`src/rtl/mullin_posit8_pkg.sv`:
```
// Shared constants, stage record and posit assembly helper for the 8-bit posit (es=0) datapath.
package mullin_posit8_pkg;

    localparam int unsigned EPOSIT_W   = 12;
    localparam int unsigned INF_BIT    = 11;
    localparam int unsigned ZERO_BIT   = 10;
    localparam int unsigned SIGN_BIT   = 9;
    localparam int unsigned REGIME_MSB = 8;
    localparam int unsigned REGIME_LSB = 5;
    localparam int unsigned FRAC_MSB   = 4;
    localparam int unsigned FRAC_LSB   = 0;

    localparam logic [3:0] REGIME_BIAS = 4'd7;
    localparam logic [3:0] REGIME_MAX  = 4'd13;

    localparam logic [EPOSIT_W-1:0] EPOSIT_INF  = 12'hBA0;
    localparam logic [EPOSIT_W-1:0] EPOSIT_ZERO = 12'h400;
    localparam logic [7:0]          POSIT_NAR   = 8'h80;

    typedef enum logic [1:0] {
        KIND_NORMAL = 2'd0,
        KIND_ZERO   = 2'd1,
        KIND_INF    = 2'd2
    } enc_kind_t;

    typedef struct packed {
        enc_kind_t  kind;
        logic       sgn;
        logic       run_bit;
        logic [6:0] l_onehot;
        logic [4:0] frac;
        logic       err;
    } enc_stage_t;

    // Run of L bits, then the terminator and the left-aligned fraction shifted down by L.
    function automatic logic [7:0] assemble_posit(input enc_stage_t st);
        logic [6:0] run_mask;
        logic [6:0] tail;
        logic [6:0] body;
        logic [7:0] res;
        run_mask = '0;
        tail     = '0;
        body     = '0;
        for (int unsigned k = 0; k < 7; k++) begin
            if (st.l_onehot[k]) begin
                run_mask = 7'h7F << (6 - k);
                tail     = {~st.run_bit, st.frac, 1'b0} >> (k + 1);
                body     = (st.run_bit ? run_mask : 7'h00) | tail;
            end
        end
        case (st.kind)
            KIND_INF:  res = POSIT_NAR;
            KIND_ZERO: res = 8'h00;
            default:   res = {st.sgn, body};
        endcase
        return res;
    endfunction

endpackage

```
`src/rtl/enc_regime_run_8bit.sv`:
```
// Maps {sign, clamped regime} to the regime run bit, one-hot run length and fraction keep-mask.
module enc_regime_run_8bit
    import mullin_posit8_pkg::*;
(
    input  logic       i_sign,
    input  logic [3:0] i_regime,
    output logic       o_run_bit,
    output logic [6:0] o_l_onehot,
    output logic [4:0] o_keep_mask
);

    logic       w_up;
    logic [3:0] w_len_m1;

    always_comb begin
        w_up        = (i_regime >= REGIME_BIAS);
        o_run_bit   = w_up ? ~i_sign : i_sign;
        // L - 1: r >= 7 gives r - 7, otherwise 6 - r
        w_len_m1    = w_up ? (i_regime - REGIME_BIAS) : (4'd6 - i_regime);
        o_l_onehot  = 7'b000_0001 << w_len_m1;
        o_keep_mask = 5'h1F << w_len_m1;
    end

endmodule

```
`src/rtl/encode_posit_8bit_pipe.sv`:
```
// Pipelined eposit -> 8-bit posit encoder with valid/ready streams (STAGES = 1 or 2).
// Malformed-input detection, out_err and err_sticky are built only with MULLIN_ENC_CHECK_EN.
module encode_posit_8bit_pipe
    import mullin_posit8_pkg::*;
#(
    parameter int unsigned STAGES = 2
) (
    input  logic        clk,
    input  logic        rst,
    input  logic        in_valid,
    output logic        in_ready,
    input  logic [11:0] in_eposit,
    output logic        out_valid,
    input  logic        out_ready,
    output logic [7:0]  out_posit,
    output logic        out_err,
    output logic        err_sticky,
    input  logic        err_clr
);

    logic       w_inf;
    logic       w_zero;
    logic       w_sign;
    logic [3:0] w_regime_raw;
    logic [3:0] w_regime;
    logic [4:0] w_frac;
    logic       w_run_bit;
    logic [6:0] w_l_onehot;
    logic [4:0] w_keep_mask;
    logic       w_err;
    enc_stage_t w_front;

    logic       w_in_ready;
    logic       w_load_out;
    logic [7:0] w_next_posit;
    logic       w_next_err;

    logic       r_out_valid;
    logic [7:0] r_out_posit;
    logic       r_out_err;

    assign w_inf        = in_eposit[INF_BIT];
    assign w_zero       = in_eposit[ZERO_BIT];
    assign w_sign       = in_eposit[SIGN_BIT];
    assign w_regime_raw = in_eposit[REGIME_MSB:REGIME_LSB];
    assign w_frac       = in_eposit[FRAC_MSB:FRAC_LSB];
    assign w_regime     = (w_regime_raw > REGIME_MAX) ? REGIME_MAX : w_regime_raw;

    enc_regime_run_8bit u_run (
        .i_sign      (w_sign),
        .i_regime    (w_regime),
        .o_run_bit   (w_run_bit),
        .o_l_onehot  (w_l_onehot),
        .o_keep_mask (w_keep_mask)
    );

`ifdef MULLIN_ENC_CHECK_EN
    logic [SIGN_BIT:0] w_fields;
    logic              w_special;
    logic              w_inf_bad;
    logic              w_zero_bad;
    logic              w_norm_bad;

    always_comb begin
        w_fields   = in_eposit[SIGN_BIT:0];
        w_special  = w_inf | w_zero;
        w_inf_bad  = w_inf & (w_fields != EPOSIT_INF[SIGN_BIT:0]);
        w_zero_bad = w_zero & (w_fields != EPOSIT_ZERO[SIGN_BIT:0]);
        // Range, sign/regime and dropped-fraction checks only make sense for ordinary values
        w_norm_bad = (w_regime_raw > REGIME_MAX)
                   | (~w_sign & (w_regime_raw == 4'd0))
                   | (|(w_frac & ~w_keep_mask));
        w_err      = (w_inf & w_zero) | w_inf_bad | w_zero_bad | (~w_special & w_norm_bad);
    end
`else
    logic w_unused_nochk;
    assign w_unused_nochk = ^{err_clr, w_keep_mask};
    assign w_err          = 1'b0;
`endif

    always_comb begin
        w_front          = '0;
        w_front.kind     = w_inf ? KIND_INF : (w_zero ? KIND_ZERO : KIND_NORMAL);
        w_front.sgn      = w_sign;
        w_front.run_bit  = w_run_bit;
        w_front.l_onehot = w_l_onehot;
        w_front.frac     = w_frac;
        w_front.err      = w_err;
    end

    generate
        if (STAGES == 1) begin : gen_one_stage
            assign w_in_ready   = ~r_out_valid | out_ready;
            assign w_load_out   = in_valid & w_in_ready;
            assign w_next_posit = assemble_posit(w_front);
            assign w_next_err   = w_front.err;
        end else begin : gen_two_stage
            logic       r_s1_valid;
            enc_stage_t r_s1;
            logic       w_s1_adv;

            assign w_s1_adv     = r_s1_valid & (~r_out_valid | out_ready);
            assign w_in_ready   = ~r_s1_valid | w_s1_adv;
            assign w_load_out   = w_s1_adv;
            assign w_next_posit = assemble_posit(r_s1);
            assign w_next_err   = r_s1.err;

            always_ff @(posedge clk) begin
                if (rst) begin
                    r_s1_valid <= 1'b0;
                    r_s1       <= '0;
                end else begin
                    if (w_in_ready) r_s1_valid <= in_valid;
                    if (w_in_ready & in_valid) r_s1 <= w_front;
                end
            end
        end
    endgenerate

    always_ff @(posedge clk) begin
        if (rst) begin
            r_out_valid <= 1'b0;
            r_out_posit <= 8'h00;
            r_out_err   <= 1'b0;
        end else begin
            if (~r_out_valid | out_ready) r_out_valid <= w_load_out;
            if (w_load_out) begin
                r_out_posit <= w_next_posit;
                r_out_err   <= w_next_err;
            end
        end
    end

    assign in_ready  = w_in_ready;
    assign out_valid = r_out_valid;
    assign out_posit = r_out_posit;
    assign out_err   = r_out_err;

`ifdef MULLIN_ENC_CHECK_EN
    logic r_err_sticky;

    // A flagged result leaving the block beats a simultaneous clear
    always_ff @(posedge clk) begin
        if (rst) begin
            r_err_sticky <= 1'b0;
        end else if (r_out_valid & out_ready & r_out_err) begin
            r_err_sticky <= 1'b1;
        end else if (err_clr) begin
            r_err_sticky <= 1'b0;
        end
    end

    assign err_sticky = r_err_sticky;
`else
    assign err_sticky = 1'b0;
`endif

endmodule

```
`config.mk`:
```
export PLATFORM = sky130hd
export DESIGN_NAME = encode_posit_8bit_pipe
export DESIGN_NICKNAME = d
export VERILOG_FILES = /design/src/rtl/mullin_posit8_pkg.sv /design/src/rtl/enc_regime_run_8bit.sv /design/src/rtl/encode_posit_8bit_pipe.sv
export SDC_FILE = /design/constraint.sdc
export NUM_CORES = 1
export LEC_CHECK = 0
export ABC_CLOCK_PERIOD_IN_PS = 2500
export CELL_PAD_IN_SITES_DETAIL_PLACEMENT = 1
export CELL_PAD_IN_SITES_GLOBAL_PLACEMENT = 1
export CORE_UTILIZATION = 35
export CTS_BUF_LIST = sky130_fd_sc_hd__clkbuf_4 sky130_fd_sc_hd__clkbuf_8
export CTS_CLUSTER_SIZE = 40
export DETAILED_ROUTE_END_ITERATION = 6
export HOLD_SLACK_MARGIN = 0.06
export PLACE_DENSITY_LB_ADDON = 0.1
export RECOVER_POWER = 100
export SLEW_MARGIN = 25
export SYNTH_ARGS = -nofsm -noshare
export SYNTH_HDL_FRONTEND = slang
export SYNTH_SLANG_ARGS = --single-unit
```
`constraint.sdc`:
```
create_clock -name clk -period 2.5 [get_ports clk]
set_input_delay 0.25 -clock clk [delete_from_list [all_inputs] [get_ports clk]]
set_output_delay 0.25 -clock clk [all_outputs]
set_load 0.03 [all_outputs]
```
# Yosys cells after proc, flatten, opt, wreduce, memory -nomap -nowiden
# Cells that the tools add are included.
# word_totals
regBits	26
inputBits	17
out_inout_bits	12
elab_cells	49
# op_classes
n_addsub	2
order_cmp	2
n_eq_ne	2
shifts	1
muxes	20
bitwise_logic	14
# ops
cell	count
two-way mux 7 bit	14
case mux 8 bit (2 select lines)	1
two-way mux 4 bit	2
bitwise OR 7 x 1 -> 7 bit	1
bitwise OR 7 x 2 -> 7 bit	1
bitwise OR 7 x 3 -> 7 bit	1
bitwise OR 7 x 4 -> 7 bit	1
bitwise OR 7 x 5 -> 7 bit	1
bitwise OR 7 x 6 -> 7 bit	1
left shift 1 x 4 -> 7 bit, first input constant	1
>= comparator 4 x 3 -> 1 bit, second input constant	1
> comparator 4 bit, second input constant	1
NOT 1 bit	4
subtractor 3 x 4 -> 4 bit, first input constant	1
subtractor 4 x 3 -> 4 bit, second input constant	1
bitwise AND 1 bit	2
equality test 2 x 1 -> 1 bit, second input constant	1
equality test 2 bit, second input constant	1
two-way mux 1 bit	2
two-way mux 2 bit	1
bitwise OR 1 bit	2

# Depth between registers and ports, before layout
# Gate-level depths: netlist (run 1).
# depth
ltp_word	10
depth_mapped	9
ltp_nobuf	7

# Modules after synthesis
# Synthesis (run 1) repeated with hierarchy kept, for this count alone.
# unflattened
cells_unflattened	235
area_unflattened_um2	1664.1
# by_module_without_submodules
mod	instances	cells_each	area_each_um2	seq_area_each_um2
encode_posit_8bit_pipe	1	169	1293.7	520.5
enc_regime_run_8bit	1	66	370.4	0.0

# Least setup slack after synthesis (run 1)
# Ideal clock, no wire load.
# synth_timing
kind	input to register
from	input in_eposit[7]
to	register gen_two_stage.r_s1[12] (netlist name)
setup_time_ns	0.117
arrival_time_ns	1.834
required_time_ns	2.383
slack_ns	0.549
path_stages	9
cell_sequence	buf_2 -> nand3_1 -> nand2_1 -> ha_1 -> buf_2 -> a21oi_1 -> o21ai_0 -> a22o_1 -> a22o_1
# synth_between
elab_chain_len	5
# synth_rtl
element	line_no	text
start, declared	encode_posit_8bit_pipe.sv:12	input logic [11:0] in_eposit,
> comparator 4 bit	encode_posit_8bit_pipe.sv:47	assign w_regime = (w_regime_raw > REGIME_MAX) ? REGIME_MAX : w_regime_raw;
two-way mux 4 bit *	encode_posit_8bit_pipe.sv:47	
subtractor 3 x 4 -> 4 bit (tied with other cells)	enc_regime_run_8bit.sv:19	w_len_m1 = w_up ? (i_regime - REGIME_BIAS) : (4'd6 - i_regime);
two-way mux 4 bit *	enc_regime_run_8bit.sv:19	
left shift 1 x 4 -> 7 bit *	enc_regime_run_8bit.sv:20	o_l_onehot = 7'b000_0001 << w_len_m1;
end signal, assigned	encode_posit_8bit_pipe.sv:114	if (w_in_ready & in_valid) r_s1 <= w_front;
end, declared	encode_posit_8bit_pipe.sv:99	enc_stage_t r_s1;
# Mark *: on every way between the ends. The rest lies on a longest branch, timed or not.
# A chain may end at the register's enable or synchronous reset.

# Worst setup path in the final report (run 1)
# layout_timing
from	input in_eposit[6]
to	register gen_two_stage.r_s1[6] (netlist name)
# Same word-level chain as after synthesis.

==> key figures, run 1 <==
Floorplanning
  – Core box area: 4120 µm²
  – Die area: 4680 µm²
  – Initial Util: 37.5%
  – Die W: about 68 µm
  – Die H: 68.4 µm
  – I/O pin count: 29
  – Site Rows: 23

Setup path
  – CP top delay family: compound AO/OA/AOI/OAI gates
  – R2r endpoint: out_posit[5]$_SDFFE_PP0P_
  – Crit path buf inv count: 1
  – WS Path Type: in2reg
  – Worst setup EP type: flip-flop
  – FF-to-FF setup slack: 740 ps
  – Worst R2R Path Depth: 4
  – Worst-path cell chain: clkdlybuf4s50_1 -> a21boi_0 -> ha_1 -> a21oi_1 -> o21ai_0 -> a222oi_1 -> a211oi_1
  – RR Startpoint: gen_two_stage.r_s1[11]$_SDFFE_PP0P_
  – Startpoint types: primary input
  – Crit Path Max Fanout: 8
  – Critical Path AT: 2390 ps
  – Slowest stage delay, CP: 520 ps
  – Worst endpoint required time: 2680 ps
  – Worst-path cell with the longest stage delay: clkdlybuf4s50_1

Yosys
  – Seq/Total Area, Yosys: about a third
  – Mean area per synthesized cell: 7.69 µm²
  – Synthesized instance count: 201
  – Mux contribution to synthesized area: 3.97%
  – Synth Area in Compound Gates: around a quarter
  – Synth Area in Simple Gates: between 20% and 30%
  – Yosys cell types: 48
  – Xor and xnor area share after synthesis: under 10%
  – Largest family of logic cells by synthesized area: simple AND/OR/NAND/NOR gates
  – Area contributors post-synth: dfxtp_1 (34%), nand2_1 (9.0%), a21oi_1 (7.4%)
  – Yosys top cell area share: 33.7%
  – Cell taking the most area after synthesis: dfxtp_1
  – Synth Flop Type: dfxtp_1
  – Synth Warn #: 0
  – Synthesis-stage register bit count: 26
  – Post-Synth Adder-Cell Area: 1.62%
  – Mapped cell area: 1550 µm²
  – Async set-reset flop share out of synthesis: 0%
  – Post-synth EDFFs: 0

Route
  – Met3 Wirelength: 137 µm
  – DR WL met2: 2.05 mm
  – Highest routed layer: met4
  – Drt pass-1 iters: 4
  – DRC Markers: 0
  – Routed len/inst: 15.5 µm
  – WL final: 4.18 mm
  – Antenna Nets Post-Route: 0
  – Initial DRC count: 70
  – Metal-1 WL: roughly 2 mm
  – Vias: 1492
  – Vias per cell: 5.55

Cells and area
  – Fillers: 511
  – P&R area growth vs syn: 19.4%
  – Layout cell share with drive strength beyond 1: a little under 7%
  – Inserted Diodes: 0
  – Register area: 520 µm²
  – Final core utilization: between 40% and 50%
  – Multi-input logic area: 910 µm²
  – Nets@finish: 240

Clock network
  – # hold bufs at CTS: 0
  – Post-CTS Resized: 0
  – H-tree lvl count: 1
  – CTS tree: yes
  – CTS root buf: clkbuf_8
  – Postcts setup bufs: 0
  – CTS clk-pin slew, worst paths: 90 ps
  – Clk buf depth: 2
  – Clock sink total: 26
  – Clock latency on the worst-skew pair: between 200 and 300 ps
  – Num CTS Buffers: 3

Hold path
  – Hold Crit Start: out_posit[6]$_SDFFE_PP0P_
  – Hold EP: out_posit[6]$_SDFFE_PP0P_
  – HP Class: reg2reg
  – Hold Crit Depth: 2

Power
  – Final Power: 0.878 mW
  – Power Density: about 480 nW/µm²
  – P_leak: 0.706 nW
  – Maximum vdd drop: roughly 0.22 mV

Job
  – Max-Cap Viols: 0

STA
  – Rel. slew slack: 60.9%
  – Final period util: 88.0%
  – Min cycle time layout: 2200 ps
  – Final Hold Viols: 0
  – RSZ-0062 raised after global routing: no
  – Max-slew violations: 0
  – Number of setup violations in the final report: 0
  – Final total negative setup slack: 0 ps
  – Max frequency: 454 MHz
  – Slew at the pin with the worst max-slew slack: 586 ps
  – Clk_skew: 3.48 ps

GRT
  – Initial antenna violation count: 0
  – Total Routing Usage GR: between 20% and 30%
  – Largest net degree at the start of global routing: 18
  – Vias in the first global route: 1458
  – First-pass GRT wire length: about 6.9 mm
  – GR Overflow Total: 0

Place
  – Dpl hpwl: 3.23 mm
  – Port Buffers: 25
  – RePlAce Congestion: 0.791

Run status
  – Status: completed
-- routing by layer --
metal,vias to the layer above,global-route usage (%)
met5,-,0
met4,0,5.21
met1,714,26.1
met2,25,33.5
li1,749,-
met3,4,4.00
-- worst max-delay path by stage --
stage                            start                             endpoint  cells past startpoint
after global placement    in_eposit[6]   gen_two_stage.r_s1[6]$_SDFFE_PP0P_                      7
final                     in_eposit[6]   gen_two_stage.r_s1[6]$_SDFFE_PP0P_                      7
after detailed placement  in_eposit[6]   gen_two_stage.r_s1[6]$_SDFFE_PP0P_                      7
after global routing      in_eposit[6]   gen_two_stage.r_s1[6]$_SDFFE_PP0P_                      7
after CTS                 in_eposit[6]   gen_two_stage.r_s1[6]$_SDFFE_PP0P_                      7
after floorplan           in_eposit[7]  gen_two_stage.r_s1[12]$_SDFFE_PP0P_                      9
-- cells by family after synthesis --
kind of cell               after synthesis
and+or+nand+nor                         82
AOI/OAI and AO/OA                       59
DFF                                     26
buffers and inverters                   23
muxes                                    6
adders and majority gates                2
xor gates and xnor gates                 2
other                                    1
-- metrics by stage --
| step | setup slack, ps | hold WS (ps) | cell area [µm²] | instances |
|---|---|---|---|---|
| finish | 299 | 441 | 1840 | 269 |
| global placement | 212 | 429 | 1820 | 266 |
| global route | 84.5 | 468 | 1840 | 269 |
| CTS | 318 | 447 | 1860 | 269 |
| floorplan | 549 | 386 | 1550 | 202 |
| detailed placement | 41.6 | 434 | 1820 | 266 |
-- layout make-up --
cell class                 instances  area share (%)
timing repair buffer              30            15.4
multi-input combinational        153            49.3
sequential                        26            28.2
tap                               50            3.39
clock buffer                       3            2.24
inverter                           7            1.42
-- where the power goes --
group	total, mW	switching [mW]	leakage (nW)	internal, mW
registers	0.454	0.0235	0.212	0.431
clock network	0.233	0.125	0.0216	0.108
logic	0.190	0.105	0.472	0.0853
total	0.878	0.254	0.706	0.624
-- registers in the layout (all words and copies together) (netlist names) --
name / cells
gen_two_stage.r_s1_valid: 1
out_posit: 8
gen_two_stage.r_s1: 16
out_valid: 1
-- cell usage after synthesis (3+ instances only) --
| master | instances |
|---|---|
| nand2_1 | 37 |
| a211oi_1 | 7 |
| a21oi_1 | 23 |
| nand3b_1 | 7 |
| and2_1 | 3 |
| mux2i_1 | 5 |
| buf_2 | 7 |
| clkbuf_1 | 5 |
| dfxtp_1 | 26 |
| a22o_1 | 4 |
| inv_1 | 7 |
| nor3_1 | 4 |
| o21ai_0 | 7 |
| nor2b_1 | 7 |
| nor2_1 | 8 |
| nand3_1 | 4 |
-- cell usage in the layout, fill, tap and decap left out, drive strengths merged, types with 2 or more instances in the layout --
master and instances:
clkbuf 4, and3 2, a222oi 2, a211oi 7
nor3 4, a22o 5, a21oi 23, or3 2
nand2b 2, dfxtp 26, nand3 4, a32oi 2
nor2b 7, buf 4, clkdlybuf4s50 13, nand2 37
nand3b 7, o21ai 8, conb 2, inv 7
nor2 8, ha 2, mux2i 5, o211ai 3
and2 5, dlygate4sd3 12
-- worst min-delay path: stages, from the launching register on --
cell,delay (ps)
dfxtp_1,320
nand2_1,50
nand2_1,40
No activity file was read; power rests on OpenSTA's default activity.
==> inputs of run 2 (changes only) <==
Settings changed: CTS_BUF_LIST sky130_fd_sc_hd__clkbuf_4 sky130_fd_sc_hd__clkbuf_8 to sky130_fd_sc_hd__clkbuf_8.
==> results of run 2 <==
No change in the layout: final DEF, timing and power equal those of run 1.
==> inputs of run 3 (changes only) <==
Settings changed: SKIP_CTS_REPAIR_TIMING from default to 1.
==> results of run 3 <==
No change in the layout: final DEF, timing and power equal those of run 1.
==> patch (flow settings as in run 2) <==
`REGIME_MAX`: 4'd13 -> 4'd12.
--- a/src/rtl/mullin_posit8_pkg.sv
+++ b/src/rtl/mullin_posit8_pkg.sv
@@ -13,3 +13,3 @@
     localparam logic [3:0] REGIME_BIAS = 4'd7;
-    localparam logic [3:0] REGIME_MAX  = 4'd13;
+    localparam logic [3:0] REGIME_MAX  = 4'd12;
 
Check against the original RTL: not equivalent (Yosys sat finds a counterexample within 4 cycles, from zero or initial values and one cycle with rst high).
==> patch against run 2 <==
Count of clock-buffer cells in the layout stayed put. Cell area is 7.6% lower. Sequential share of layout area is 2.3 points higher. Area after synthesis is 8.9% lower. First-iteration DRC count is 59% lower. Maximum frequency is 3.6% higher. Global-route usage is 2.0 points lower. Wire length is 16% lower. Sequential cell count stayed put. Setup slack better by 77 ps. Total power is 2.2% lower. Critical path type unchanged. Largest cell class unchanged.
==> patch: results (changes against run 2) <==
Place
  • Place WS: 157.9 ps (+116.3 ps)
  • Gp weighted congestion: 0.7306 (-7.7%)
  • Placed Instances: 245 (-7.9%)
  • Post-detail-place hpwl: 2740 um (-15%)
  • DP Area: 1685 sq um (-7.2%)

Hold path
  • Worst Hold Endpoint: gen_two_stage.r_s1[15]
  • Hold path start: gen_two_stage.r_s1[15]

Setup path
  • Worst R2R Setup Slack: 700 ps (-40 ps)
  • CP max FO: 6 (-2)
  • Critical Path AT: 2320 ps (-70 ps)
  • Critical R2R Capture: out_posit[6]
  • Reg-to-Reg Start: gen_two_stage.r_s1[10]

Routing
  • Drt wl/cell: 14.10 um (-9.3%)
  • Drt first-iter violations: 29 (-59%)
  • Wire length on met2: 1677 um (-18%)
  • Met1 wire length: 1712 um (-12%)
  • Vias: 1,333 (-11%)
  • Vias per cell: 5.375 (-3.1%)

Final layout
  • Ratio of cells with drive above 1 in the final layout: 0.04000 (-0.02849)
  • Multi-input combinational area share: 0.4464 (-0.04681)
  • Clock network area share: 0.02423 (+0.001841)
  • Non-CTS inverters: 9 (+2)
  • Non-clk buf share: 0.1689 (+0.01487)
  • Fill cell count: 457 (-11%)
  • Syn-to-layout area delta: 21.07%
  • # nets final: 221 (-7.9%)
  • Non-clock buffers: 31 (+3.3%)
  • Register share of the cell area: 0.3054 (+0.02321)

Global route
  • GR Layer Usage met3: 0.04167 (+0.001667)
  • GRT Total Usage: 0.1805 (-0.02031)
  • Grt met1 use: 0.2311 (-0.03012)
  • Grt met2 use: 0.3093 (-0.02528)

Synth
  • Yosys cell types: 42 (-13%)
  • Post-Syn Instances: 180 (-10%)
  • Commonest cells post-synth: dfxtp_1, a21oi_1, nand2_1
  • Post-synthesis sequential area ratio: 0.3698 (+0.03294)

Floorplan
  • Tap cells: 48 (-4.0%)

STA
  • Min Hold Slack: 460.8 ps (+19.62 ps)
  • Relative slew slack: 0.6060 (-0.002584)
  • Clock Skews: 1.409 ps (-2.067 ps)

Status
  • Outcome: finished, final reports clean

Pwr
  • Peak VDD IR: 0.2962 mV (+34%)
patch: changes by cell type in the layout (fill, tap and decap cells not counted), moves of 3 or more:
cell / run 2 / this run
a22o_1: 4 / 0
o21ai_0: 8 / 14
nor3_1: 4 / 1
o2bb2ai_1: 0 / 6
nand3_1: 4 / 8
nand3b_1: 7 / 3
nor2b_1: 7 / 4
a211oi_1: 7 / 4
mux2i_1: 5 / 2
nand2_1: 37 / 25
patch: worst max-delay path, cell delays in order:
cell and delay (ps):
dlygate4sd3_1 620, a21oi_1 170, ha_1 270, nand2_1 90
o311a_1 270, or4_1 470, o21ai_0 190
patch: report_power, final:
group / internal, uW / switching, uW
logic: 76.6 / 89.4
registers: 432 / 23.9
clock network: 108 / 129
patch: worst max-delay path by stage:
stage,slack (ps),end,startpoint
floorplan,650,gen_two_stage.r_s1[6],in_eposit[8]
global placement,200,gen_two_stage.r_s1[10],in_eposit[5]
detailed placement,160,gen_two_stage.r_s1[6],in_eposit[5]
CTS,440,gen_two_stage.r_s1[6],in_eposit[5]
global route,260,gen_two_stage.r_s1[10],in_eposit[8]
finish,380,gen_two_stage.r_s1[12],in_eposit[8]
patch: kinds of logic (layout without fill, tap and decap cells):
| group | count (synthesis) | after routing | synth area share |
|---|---|---|---|
| AND/OR/NAND/NOR | 63 | 63 | 0.2329 |
| AO/OA/AOI/OAI | 60 | 60 | 0.2684 |
| flip-flops | 26 | 26 | 0.3698 |
| buffers and inverters | 24 | 43 | 0.08177 |
| adder cells (fa/ha/maj) | 2 | 2 | 0.01777 |
| XOR/XNOR | 2 | 2 | 0.01245 |
| multiplexers | 2 | 2 | 0.01422 |
| other | 1 | 2 | 0.002664 |
